<file path="config.mk">
export PLATFORM = sky130hd
export DESIGN_NAME = vend_fsm_param
export DESIGN_NICKNAME = d
export VERILOG_FILES = /design/src/rtl/vend_fsm_param.sv
export SDC_FILE = /design/constraint.sdc
export NUM_CORES = 1
export LEC_CHECK = 0
export ABC_AREA = 1
export BUFFER_PORTS_ARGS = -buffer_cell sky130_fd_sc_hd__buf_2
export CELL_PAD_IN_SITES_DETAIL_PLACEMENT = 1
export CELL_PAD_IN_SITES_GLOBAL_PLACEMENT = 1
export CORE_UTILIZATION = 39
export DETAILED_ROUTE_END_ITERATION = 16
export PLACE_DENSITY_LB_ADDON = 0.1
export SYNTH_ARGS = -nofsm -noshare
export SYNTH_HDL_FRONTEND = slang
export SYNTH_SLANG_ARGS = --single-unit
</file>
<file path="constraint.sdc">
create_clock -name sys_clk -period 2.35 [get_ports sys_clk]
set_input_delay 0.235 -clock sys_clk [delete_from_list [all_inputs] [get_ports sys_clk]]
set_output_delay 0.235 -clock sys_clk [all_outputs]
set_load 0.01 [all_outputs]
</file>
<file path="src/rtl/vend_fsm_param.sv">
// Coin-operated vending controller: half/one-unit coins, programmable PRICE,
// change and refund paid out as half-unit pulses. Optional sale counter: VEND_SALE_CNT_EN.
module vend_fsm_param #(
  parameter int PRICE    = 5,
  parameter int CREDIT_W = 4
) (
  input  logic                sys_clk,
  input  logic                sys_rst,
  input  logic                pi_money_half,
  input  logic                pi_money_one,
  input  logic                pi_cancel,
  output logic                po_cola,
  output logic                po_change_half,
  output logic                po_busy,
  output logic [CREDIT_W-1:0] po_credit
`ifdef VEND_SALE_CNT_EN
  ,
  output logic [15:0]         po_sale_cnt
`endif
);

  // state  | meaning
  // IDLE   | no credit held, waiting for coins
  // ACCUM  | 0 < credit < PRICE
  // REFUND | issuing change/refund pulses; coins and cancel ignored

  if (PRICE < 1 || PRICE + 2 > (2 ** CREDIT_W) - 1) begin : g_param_check
    $error("vend_fsm_param: PRICE=%0d does not fit CREDIT_W=%0d", PRICE, CREDIT_W);
  end

  typedef enum logic [2:0] {
    IDLE   = 3'b001,
    ACCUM  = 3'b010,
    REFUND = 3'b100
  } state_t;

  localparam logic [CREDIT_W:0]   PRICE_X = (CREDIT_W + 1)'(PRICE);
  localparam logic [CREDIT_W-1:0] CNT_ONE = CREDIT_W'(1);

  state_t              state, state_nxt;
  logic [CREDIT_W-1:0] credit, credit_nxt;
  logic [CREDIT_W-1:0] chg_cnt, chg_cnt_nxt;
  logic                cola_nxt, change_nxt, busy_nxt;
  logic [CREDIT_W:0]   value, sum, excess;

  always_comb begin
    value       = {{(CREDIT_W - 1){1'b0}}, pi_money_one, pi_money_half};
    sum         = {1'b0, credit} + value;
    excess      = sum - PRICE_X;
    state_nxt   = state;
    credit_nxt  = credit;
    chg_cnt_nxt = chg_cnt;
    cola_nxt    = 1'b0;
    change_nxt  = 1'b0;
    busy_nxt    = 1'b0;

    case (state)
      IDLE, ACCUM: begin
        if (pi_cancel) begin
          // cancel wins over vend; coins arriving alongside it are refunded too
          credit_nxt = '0;
          if (sum != '0) begin
            state_nxt   = REFUND;
            change_nxt  = 1'b1;
            busy_nxt    = 1'b1;
            chg_cnt_nxt = sum[CREDIT_W-1:0] - CNT_ONE;
          end else begin
            state_nxt = IDLE;
          end
        end else if (sum >= PRICE_X) begin
          cola_nxt   = 1'b1;
          credit_nxt = '0;
          if (excess != '0) begin
            state_nxt   = REFUND;
            change_nxt  = 1'b1;
            busy_nxt    = 1'b1;
            chg_cnt_nxt = excess[CREDIT_W-1:0] - CNT_ONE;
          end else begin
            state_nxt = IDLE;
          end
        end else begin
          credit_nxt = sum[CREDIT_W-1:0];
          state_nxt  = (sum != '0) ? ACCUM : IDLE;
        end
      end

      REFUND: begin
        // chg_cnt holds pulses still owed after the one currently on the output
        credit_nxt = '0;
        if (chg_cnt != '0) begin
          chg_cnt_nxt = chg_cnt - CNT_ONE;
          change_nxt  = 1'b1;
          busy_nxt    = 1'b1;
        end else begin
          state_nxt = IDLE;
        end
      end

      default: begin
        state_nxt   = IDLE;
        credit_nxt  = '0;
        chg_cnt_nxt = '0;
      end
    endcase
  end

  always_ff @(posedge sys_clk) begin
    if (sys_rst) begin
      state          <= IDLE;
      credit         <= '0;
      chg_cnt        <= '0;
      po_cola        <= 1'b0;
      po_change_half <= 1'b0;
      po_busy        <= 1'b0;
    end else begin
      state          <= state_nxt;
      credit         <= credit_nxt;
      chg_cnt        <= chg_cnt_nxt;
      po_cola        <= cola_nxt;
      po_change_half <= change_nxt;
      po_busy        <= busy_nxt;
    end
  end

  assign po_credit = credit;

`ifdef VEND_SALE_CNT_EN
  logic [15:0] sale_cnt;

  always_ff @(posedge sys_clk) begin
    if (sys_rst) begin
      sale_cnt <= '0;
    end else if (cola_nxt && sale_cnt != 16'hFFFF) begin
      sale_cnt <= sale_cnt + 16'd1;
    end
  end

  assign po_sale_cnt = sale_cnt;
`endif

endmodule

</file>
==> flow_summary.yaml <==
power:
  finalPower_mw: 0.755
  powerDensity_nw_per_um2: 646
  cellLeakagePower_nw: 0.598
  ir_drop_mv: 0.417
critical_path:
  timing.rr.start: "po_credit[0]"
  cp_top_family: "adder cells"
  max_stage_delay_ns: 0.52
  crit_path_start_kind: "flop"
  worstSetupPathType: "flop to flop"
  cp.required_ns: 2.53
  cp_num_buf_inv: 2
  worstPathMaxFanout: 5
  crit_chain: "ha_4 -> fa_1 -> inv_2 -> ha_4 -> nand2_2 -> o21ai_1 -> nand2_1 -> o21ai_2 -> ha_2 -> inv_2 -> nand2_2 -> a21oi_2 -> nor2_1 -> nor2_1"
  arrival_ns: 2.48
  critPathLaunch: "po_credit[0]"
  cp-end-kind: "flop"
  cpMaxStageDelayCell: "fa_1"
sta:
  timing.fmax_mhz: 436
  fin_crit_sh: 0.977
  min_period_ns: 2.30
  rsz0062_at_grt: "yes"
  finalSetupViolCount: 0
  final.setup.worst_slack_ns: 0.0544
  skew_ns: 0.00414
  hold_viol: 0
  final_max_slew_viol_count: 0
cts:
  tritoncts: "yes"
  cts_sinks: 13
  cts_buffer_depth: 2
  worst_skew_pair.late_latency_ns: 0.29
  htree_num_levels: 1
  clk_pin_slew_ns: 0.08
  cts_root_buf: "clkbuf_4"
  cts_buffers: 3
route:
  drt_wl_total_mm: 2.62
  post_drt_wl_per_cell_um: 13.4
  drc: 0
  first_pass_iters: 4
  vias: 1009
  antenna_left: 0
  drt-vias-per-instance: 5.15
  drtIter0Drc: 11
run_status:
  status: "finished clean"
yosys:
  ys_warn_count: 0
  seq_area_frac_synth: 0.264
  synth_area_um2: 986
  synth_area_leader_cell: "dfxtp_1"
  synth.avg_cell_area_um2: 6.49
  synth.distinct_cells: 25
  synth_fp_nets: 164
  ys_ff_latch: 13
  postSynthCellCount: 152
  synth.area.top_cells: "dfxtp_1, nand2_1, nand3_1"
  netlist.area_leader.share: 0.264
die:
  core_area_um2: 2300
  die_w_um: 52.3
  io_pins: 12
  initial_core_util: 0.429
  die-area_um2: 2730
  std_cell_rows: 17
  die_h_um: 52.3
global_route:
  use_met2: 0.388
  gr-usage-met3: 0.0261
  grt_start_max_net_pins: 11
  busiest_layer: "met2"
  met1_usage: 0.265
  grt_pass1_wl_mm: 4.35
  antenna_found_initial: 0
  grtUsageTotal: 0.220
  overflow: 0
  grt_pass1_vias: 999
final_layout:
  fin_nets: 181
  drive_above_1_share: 0.321
  nFillCells: 322
  multi_input_area_um2: 683
  seqCellArea_um2: 262
  area_growth_pct: 18.7
  diodes: 0
placement:
  port_buffers: 11
  dpl.hpwl_mm: 2.13
  gp_congestion: 0.823
  dp_slack_ns: -0.0458
flow_run:
  drv_cap: 0
min_path:
  hp-start: "sys_rst"
  hp-class: "input pin to flop"
==> worst paths after layout <==
check                                  end  slack, ns  cells after the start
worst min-delay path            chg_cnt[3]       0.21                      2
worst max-delay path            chg_cnt[2]       0.05                     14
worst min register to register  chg_cnt[0]       0.55                      2
worst max register to register  chg_cnt[2]       0.05                     14
==> Yosys cell counts <==
library cell	instances
conb_1	1
nor2_4	1
nand2_1	38
fa_1	1
ha_1	6
inv_1	20
o21ai_0	1
a31o_2	2
nor4_1	1
nand2_2	8
nand3_2	3
a21oi_1	3
dfxtp_1	13
o21ai_2	2
o21ai_1	4
a31oi_1	1
nand4_1	1
a211oi_1	1
nand3_1	17
nor2_2	5
buf_4	1
nor3_1	1
inv_2	5
nand4_2	1
nor2_1	15
==> layout by cell type (no fill, tap or decap), types with 2 or more instances in the layout <==
master,Yosys,routed
buf_4,1,2
a21oi_1,3,2
nor2_1,15,14
inv_1,20,18
buf_2,0,11
o21ai_2,2,2
nand3_2,3,4
nor2_4,1,4
ha_4,0,2
nand2_2,8,10
ha_1,6,3
inv_2,5,7
nand3_1,17,16
nor2_2,5,3
clkbuf_4,0,3
dfxtp_1,13,12
o21ai_1,4,4
nand2_1,38,36
a31o_2,2,2
==> sequential cells by signal, indices dropped and copies added (netlist names) <==
name and flops:
state 3, po_credit 4, po_cola 1, po_busy 1
chg_cnt 4
==> area by class of cell <==
type	count	share of cell area
repair buffers	13	0.0599
well taps	28	0.0299
inverters	25	0.0802
multi-input cells	113	0.584
clock buffers	4	0.0225
flip-flops and latches	13	0.224
==> layer usage <==
metal / part of all wire / up-vias
met4: 0.016 / 0
met2: 0.51 / 14
met3: 0.021 / 5
li1: - / 514
met5: 0 / -
met1: 0.45 / 476
==> through the flow <==
stage	instance area (um^2)	hold WS [ns]	util	setup TNS, ns	cells
after CTS	1120	0.198	0.489	0	195
after global routing	1170	0.204	0.509	-0.123	196
after global placement	1070	0.498	0.465	0	190
after detailed placement	1070	0.510	0.465	-0.0808	190
final	1170	0.206	0.509	0	196
after floorplan	986	0.307	-	0	152
==> report_power, final <==
group | internal (mW) | switching [mW]
logic | 0.120 | 0.209
registers | 0.256 | 0.0240
clock network | 0.0660 | 0.0810
==> kinds of logic (layout without fill, tap and decap cells) <==
| group | after synthesis | count (layout) | synth area share |
|---|---|---|---|
| other cells | 1 | 1 | 0.00380 |
| simple gates | 91 | 91 | 0.443 |
| fa+ha+maj | 7 | 7 | 0.0964 |
| flops | 13 | 13 | 0.264 |
| buf+inv | 26 | 42 | 0.103 |
| compound gates | 14 | 14 | 0.0901 |
==> timing repair <==
action	4_1_cts	5_1_grt
setup buffers	1	1
hold buffers	0	0
pin swaps	2	9
gates resized for setup	6	9
endpoints found under the setup margin	1	4
No activity file was read; power rests on OpenSTA's default activity.
